--- config.mk ---
export PLATFORM = sky130hd
export DESIGN_NAME = bird_motion
export DESIGN_NICKNAME = d
export VERILOG_FILES = /design/src/rtl/flappy_pkg.sv /design/src/rtl/bird_motion_tick_gen.sv /design/src/rtl/bird_motion.sv
export SDC_FILE = /design/constraint.sdc
export NUM_CORES = 1
export LEC_CHECK = 0
export CORE_MARGIN = 5
export CORE_UTILIZATION = 58
export DETAILED_ROUTE_END_ITERATION = 10
export PLACE_DENSITY_LB_ADDON = 0.12
export RECOVER_POWER = 100
export SYNTH_ARGS = -nofsm -noshare
export SYNTH_HDL_FRONTEND = slang
export SYNTH_SLANG_ARGS = --single-unit
--- constraint.sdc ---
create_clock -name clk -period 3.88 [get_ports clk]
set_input_delay 0.776 -clock clk [delete_from_list [all_inputs] [get_ports clk]]
set_output_delay 0.776 -clock clk [all_outputs]
set_load 0.01 [all_outputs]
--- src/rtl/flappy_pkg.sv ---
// flappy_pkg: shared types and grid constants for the Flappy Bird pipeline.
//   bird_state_t : vertical-motion FSM states (IDLE, RISE, FALL, CRASH)
//   GRID_ROWS    : default LED grid height
//   GRID_COLS    : default LED grid width
package flappy_pkg;

   typedef enum logic [1:0] {
      IDLE  = 2'd0,
      RISE  = 2'd1,
      FALL  = 2'd2,
      CRASH = 2'd3
   } bird_state_t;

   localparam int GRID_ROWS = 16;
   localparam int GRID_COLS = 16;

endpackage

--- src/rtl/bird_motion_tick_gen.sv ---
// tick_gen: movement-tick divider for the bird motion stage.
//   clk    in  system clock
//   reset  in  synchronous, active-high
//   enable in  counter advances only while high
//   tick   out high on the last count of each period while enabled
module tick_gen #(
   parameter int TICK_DIV = 25
) (
   input  logic clk,
   input  logic reset,
   input  logic enable,
   output logic tick
);

   localparam int CW = $clog2(TICK_DIV);

   logic [CW-1:0] count;

   assign tick = enable && (count == CW'(TICK_DIV - 1));

   always_ff @(posedge clk) begin
      if (reset) begin
         count <= '0;
      end else if (enable) begin
         if (tick) count <= '0;
         else      count <= count + CW'(1);
      end
   end

endmodule

--- src/rtl/bird_motion.sv ---
// bird_motion: vertical-motion stage of the Flappy Bird game.
//   clk      in  system clock
//   reset    in  synchronous, active-high
//   flap     in  one-cycle flap pulse from the input stage
//   enable   in  game running; low freezes all motion and drops flaps
//   row_pos  out current bird row (0 = top, ROWS-1 = floor)
//   bird_row out one-hot decode of row_pos for the display
//   rising   out high while the bird is in RISE
//   crash    out sticky crash flag, cleared only by reset
// Build option: BIRD_CEILING_CRASH_EN makes a RISE tick at row 0 a crash;
// otherwise the bird clamps at the top row.
module bird_motion
   import flappy_pkg::*;
#(
   parameter int ROWS        = GRID_ROWS,
   parameter int START_ROW   = 8,
   parameter int FLAP_HEIGHT = 3,
   parameter int TICK_DIV    = 25
) (
   input  logic                    clk,
   input  logic                    reset,
   input  logic                    flap,
   input  logic                    enable,
   output logic [$clog2(ROWS)-1:0] row_pos,
   output logic [ROWS-1:0]         bird_row,
   output logic                    rising,
   output logic                    crash
);

   localparam int RW = $clog2(ROWS);
   localparam int HW = $clog2(FLAP_HEIGHT + 1);

   bird_state_t   state;
   logic [HW-1:0] rise_cnt;
   logic          tick;

   function automatic logic [ROWS-1:0] onehot(input logic [RW-1:0] r);
      return {{(ROWS-1){1'b0}}, 1'b1} << r;
   endfunction

   tick_gen #(
      .TICK_DIV (TICK_DIV)
   ) u_tick (
      .clk    (clk),
      .reset  (reset),
      .enable (enable),
      .tick   (tick)
   );

   always_ff @(posedge clk) begin
      if (reset) begin
         state    <= IDLE;
         rise_cnt <= '0;
         row_pos  <= RW'(START_ROW);
         bird_row <= onehot(RW'(START_ROW));
         rising   <= 1'b0;
         crash    <= 1'b0;
      end else if (enable) begin
         case (state)
            IDLE: begin
               if (flap) begin
                  state    <= RISE;
                  rise_cnt <= HW'(FLAP_HEIGHT);
                  rising   <= 1'b1;
               end
            end

            RISE, FALL: begin
               // A flap coinciding with a tick swallows that tick's movement.
               if (flap) begin
                  state    <= RISE;
                  rise_cnt <= HW'(FLAP_HEIGHT);
                  rising   <= 1'b1;
               end else if (tick) begin
                  if (state == RISE) begin
`ifdef BIRD_CEILING_CRASH_EN
                     if (row_pos == '0) begin
                        state  <= CRASH;
                        rising <= 1'b0;
                        crash  <= 1'b1;
                     end else begin
                        row_pos  <= row_pos - RW'(1);
                        bird_row <= onehot(row_pos - RW'(1));
                        rise_cnt <= rise_cnt - HW'(1);
                        if (rise_cnt == HW'(1)) begin
                           state  <= FALL;
                           rising <= 1'b0;
                        end
                     end
`else
                     if (row_pos != '0) begin
                        row_pos  <= row_pos - RW'(1);
                        bird_row <= onehot(row_pos - RW'(1));
                     end
                     rise_cnt <= rise_cnt - HW'(1);
                     if (rise_cnt == HW'(1)) begin
                        state  <= FALL;
                        rising <= 1'b0;
                     end
`endif
                  end else begin
                     if (row_pos == RW'(ROWS - 1)) begin
                        state <= CRASH;
                        crash <= 1'b1;
                     end else begin
                        row_pos  <= row_pos + RW'(1);
                        bird_row <= onehot(row_pos + RW'(1));
                     end
                  end
               end
            end

            CRASH: begin
               crash  <= 1'b1;
               rising <= 1'b0;
            end

            default: begin
               state <= IDLE;
            end
         endcase
      end
   end

endmodule
==> impl_metrics.yaml, run 1 <==
drt:
  first_iter_violations: 92
  drc_errors: 0
  drtAntennaViolNets: 0
  vias: 1484
  wl_per_cell_um: 17.0
  drt_pass1_iterations: 4
  drt_wl_total_mm: 4.09
  viasPerCell: 6.16
synth:
  ys_types: 49
  yosysWarnings: 0
  syn_inst: 181
  synth.top_cell.area_share_pct: 35.4
  seq_area_frac_synth_pct: 35.4
  synthTopCellsByCount: "31 x dfxtp_1, 13 x a21oi_1, 13 x ha_1"
  synth_top_family_by_area: "compound AO/OA/AOI/OAI gates"
  yosys.area_share.adder_pct: 10.4
  synthArstFlopShare_pct: 0
  synth_area_leader_cell: "dfxtp_1"
  synthXorXnorAreaFrac_pct: 3.00
  synth_most_common_cell: "dfxtp_1"
  ys.flop_type: "dfxtp_1"
  synth-seq-cells: 31
  postSynthAreaPerCell_um2: 9.68
  synth-simple-area-share_pct: 20.6
  syn_nets: 199
  ys_top_cells_by_area: "dfxtp_1 35%, ha_1 9.3%, o32ai_1 6.0%"
  synth_mux_area_share_pct: 1.71
  synth_edf_count: 0
  synth_compound_area_share_pct: 23.7
  synth_area_mm2: 0.00175
placed_design:
  numPortBuffers: 25
  place_ws_ns: 1.17
  gp_congestion: 0.873
  dpl.hpwl_mm: 2.97
power:
  p_leak_uw: 0.000848
  p_per_area_mw_per_mm2: 326
  vdd_drop_max_mv: 0.263
timing:
  fin_setup_tns_ns: 0
  layout_setup_ws_ns: 1.09
  rsz0062_at_grt: "no"
  fmax_ghz: 0.358
  tightestPinTransition_ns: 0.911
  slew_headroom_pct: 39.1
  fin_crit_sh_pct: 72.0
  slew_viol_final: 0
  hold_viol: 0
  period_needed_ns: 2.79
  fin_skew_ns: 0.00849
  finalSetupViolCount: 0
global_routing:
  antenna_found_initial: 0
  grt_max_degree: 22
  use_met1_pct: 23.5
  overflow: 0
  grt_pass1_wl_mm: 6.91
  grt-busiest-layer: "met2"
  grt_pass1_vias: 1549
  use_met2_pct: 36.1
  use_met3_pct: 6.59
  grt.total_usage_pct: 21.0
die:
  io_pins: 26
  dieArea_mm2: 0.00422
  start_util_pct: 58.9
  num_rows: 20
  die_w_um: 65.0
  die-height_um: 65.0
  design.core.area_mm2: 0.00298
worst_setup_path:
  required_ns: 4.15
  start_kind: "input pin"
  worstSetupEndpointType: "flip-flop"
  path_max_fanout: 14
  worstSetupPathType: "in -> reg"
  arrival_ns: 3.06
cts:
  root_buffer: "clkbuf_4"
  clock_sinks: 31
  worstSkewPairLatency_ns: 0.33
  cts.path.max_buffers: 2
  hold_buffers: 0
  cts_setup_buffers: 0
  cts_resized: 0
  h-tree-depth: 2
  cts_buffers: 5
  cts_tree: "built"
  clk_pin_slew_ns: 0.10
flow_run:
  maxCapViolCount: 0
final_layout:
  area_delta_synth_final_pct: 18.6
  diodes: 0
  layout-drive-gt1-share_pct: 8.65
  final_nets: 225
hold_path:
  hold_class: "reg -> reg"
status:
  status: "finished, final reports clean"
[sequential cells by signal, summed over array words and instances (netlist names)]
register      count
state             2
bird_row         16
rise_cnt          2
rising            1
u_tick.count      5
row_pos           4
crash             1
[cell type report]
cell class	instances	area (µm²)
Sequential cell	31	621
Inverter	13	48.8
Multi-Input combinational cell	129	1020
Timing Repair Buffer	27	262
Tap cell	33	41.3
Fill cell	239	900
Clock buffer	6	51.3
Clock inverter	2	35.0
[worst max-delay path, stage by stage]
cell and delay [ns]:
dlygate4sd3_1 0.76, and3b_1 0.29, o211ai_1 0.19, nor2_1 0.75, a311o_1 0.28
[stage by stage]
stage,total power [µW],utilization [%],hold WS [ns],std cells,area [µm²]
6_report,677,69.8,0.495,241,2080
5_1_grt,710,69.8,0.518,241,2080
4_1_cts,683,70.7,0.496,241,2100
3_5_place_dp,422,67.8,0.477,233,2020
3_3_place_gp,419,67.8,0.460,233,2020
2_1_floorplan,398,-,0.445,181,1750
[report_power, final]
group          total, µW  internal (µW)  switching [µW]  leakage (µW)
combinational       84.8           31.7            53.1      0.000549
sequential           329            324            5.13      0.000251
clock                263            152             111     0.0000482
[metal layers]
metal / up-vias / share of wire (%)
met5: - / 0
met4: 0 / 0.66
met3: 2 / 4.1
met2: 28 / 53
met1: 724 / 42
li1: 730 / -
[worst paths after layout]
path	from	end	slack, ns	cells after the start
worst max register to register	state[1]	bird_row[8]	1.28	6
worst max-delay path	enable	bird_row[8]	1.09	5
worst min register to register	bird_row[14]	bird_row[14]	0.50	2
worst min-delay path	bird_row[14]	bird_row[14]	0.50	2
[layout by cell type (no fill, tap or decap), types with 5 or more instances in the layout]
master / count
a21oi_1: 13
clkbuf_4: 5
dfxtp_1: 31
dlygate4sd3_1: 24
ha_1: 13
inv_1: 12
nand2b_1: 12
nor2_1: 8
nor3_1: 5
o32ai_1: 12
[cell families after synthesis]
| logic type | Yosys count |
|---|---|
| AO/OA/AOI/OAI | 51 |
| XOR/XNOR | 6 |
| adder cells (fa/ha/maj) | 14 |
| buffers and inverters | 21 |
| flip-flops | 31 |
| multiplexers | 3 |
| AND/OR/NAND/NOR | 55 |
No activity file was read; power rests on OpenSTA's default activity.
==> run 2, diff against run 1 <==
--- a/config.mk
+++ b/config.mk
@@ -6,7 +6,7 @@
 export NUM_CORES = 1
 export LEC_CHECK = 0
 export CORE_MARGIN = 5
-export CORE_UTILIZATION = 58
+export CORE_UTILIZATION = 53
 export DETAILED_ROUTE_END_ITERATION = 10
 export PLACE_DENSITY_LB_ADDON = 0.12
 export RECOVER_POWER = 100
==> constraint.sdc (replaced) <==
create_clock -name clk -period 2.65 [get_ports clk]
set_input_delay 0.53 -clock clk [delete_from_list [all_inputs] [get_ports clk]]
set_output_delay 0.53 -clock clk [all_outputs]
set_load 0.01 [all_outputs]
==> run 2 against run 1 <==
Via count increased by 0.13%. Register-to-register slack got worse by 0.98 ns. Power increased by 48%. Cell area increased by 2.8%. Utilization decreased by 0.96 points. Sequential power increased by 47%. Clock-buffer cell count unchanged. Sequential cell count unchanged. Die area increased by 8.0%. Global-route usage decreased by 0.39 points. Sequential share of layout area decreased by 0.80 points. Critical endpoint unchanged.
==> impl_metrics.yaml, run 2 (synthesis results as in run 1) <==
final_layout:
  final_nets: 229
  final_cell_mix: "31 x dfxtp_1, 24 x dlygate4sd3_1, 13 x a21oi_1, 13 x ha_1"
  area_delta_synth_final_pct: 21.8
  utilization_pct: 68.8
  top_regs: "bird_row x16, u_tick.count x5, row_pos x4"
  fin_cells: 256
  diodes: 0
  largest_register_ffs: 16
  layout_commonest_cell: "dfxtp_1"
  layout-drive-gt1-share_pct: 11.3
  regMostFlops: "bird_row"
cts:
  root_buffer: "clkbuf_4"
  cts.path.max_buffers: 2
  clk_pin_slew_ns: 0.09
  cts_buffers: 5
  cts_setup_buffers: 0
  clock_sinks: 31
  cts_resized: 0
  worstSkewPairLatency_ns: 0.34
  cts_tree: "built"
  hold_buffers: 0
  h-tree-depth: 2
global_routing:
  antenna_found_initial: 0
  grt_max_degree: 33
  grt_pass1_vias: 1577
  overflow: 0
  grt_pass1_wl_mm: 7.20
  grt.total_usage_pct: 20.6
die:
  dieArea_mm2: 0.00456
  io_pins: 26
  die_w_um: 67.5
  num_rows: 20
  die-height_um: 67.5
  start_util_pct: 56.5
  design.core.area_mm2: 0.00310
timing:
  fin_skew_ns: 0.0154
  rsz0062_at_grt: "no"
  slew_viol_final: 0
  slew_headroom_pct: 15.7
  fin_setup_tns_ns: 0
  fin_crit_sh_pct: 89.0
  period_needed_ns: 2.36
  tightestPinTransition_ns: 1.26
  hold_viol: 0
  fmax_ghz: 0.424
  finalSetupViolCount: 0
  hold_slack_ns: 0.495
power:
  vdd_drop_max_mv: 0.388
  p_per_area_mw_per_mm2: 468
  p_leak_uw: 0.000874
placed_design:
  gp_congestion: 0.859
  numPortBuffers: 25
  dpl.hpwl_mm: 2.96
  placed_cells: 248
drt:
  drt_pass1_iterations: 4
  drc_errors: 0
  wl_per_cell_um: 15.9
  drtAntennaViolNets: 0
  first_iter_violations: 138
  drt_wl_total_mm: 4.06
  vias: 1486
  viasPerCell: 5.80
hold_path:
  hold_start: "bird_row[11]"
  hold_class: "reg -> reg"
worst_setup_path:
  crit_start: "enable"
  required_ns: 2.92
  arrival_ns: 2.63
  worstSetupPathType: "in -> reg"
  reg2reg_from: "state[1]"
  worstSetupEndpointType: "flip-flop"
  path_max_fanout: 14
  start_kind: "input pin"
flow_run:
  maxCapViolCount: 0
status:
  status: "finished, final reports clean"
==> run 2: worst paths after layout <==
kind	to	cells past startpoint	slack [ns]
worst max-delay path	bird_row[8]	5	0.29
worst min register to register	bird_row[11]	2	0.49
worst max register to register	bird_row[6]	7	0.30
worst min-delay path	bird_row[11]	2	0.49
==> run 2: layer usage <==
layer	track usage (%)	up-vias	share of wire, %
met4	6.84	0	1.3
met1	24.0	715	44
li1	-	735	-
met2	36.1	30	51
met3	5.66	6	3.7
met5	0	-	0
==> run 2: per-stage QoR <==
stage	worst slack, ns	power, µW	instance area (µm²)
final	0.291	1000	2140
after CTS	0.308	1010	2150
after floorplan	0.393	583	1750
after detailed placement	0.302	624	2060
after global placement	0.372	619	2060
after global routing	0.0940	1050	2140
==> run 2: critical path: stages <==
cell,delay [ns]
dlygate4sd3_1,0.63
clkbuf_1,0.30
o211ai_2,0.17
nor2_1,0.71
a311o_1,0.29
==> run 2: layout make-up <==
class                   instances  area (µm²)
well taps                      44        55.1
clock buffers                   6        51.3
flip-flops and latches         31         621
inverters                      13        48.8
fillers                       277         967
multi-input cells             129        1040
clock inverters                 2        35.0
repair buffers                 31         285
==> run 2: power breakdown <==
group,leakage [µW],switching (µW),internal [µW]
clock network,0.0000482,167,223
logic,0.000574,78.3,49.8
registers,0.000251,7.36,475
total,0.000874,253,748
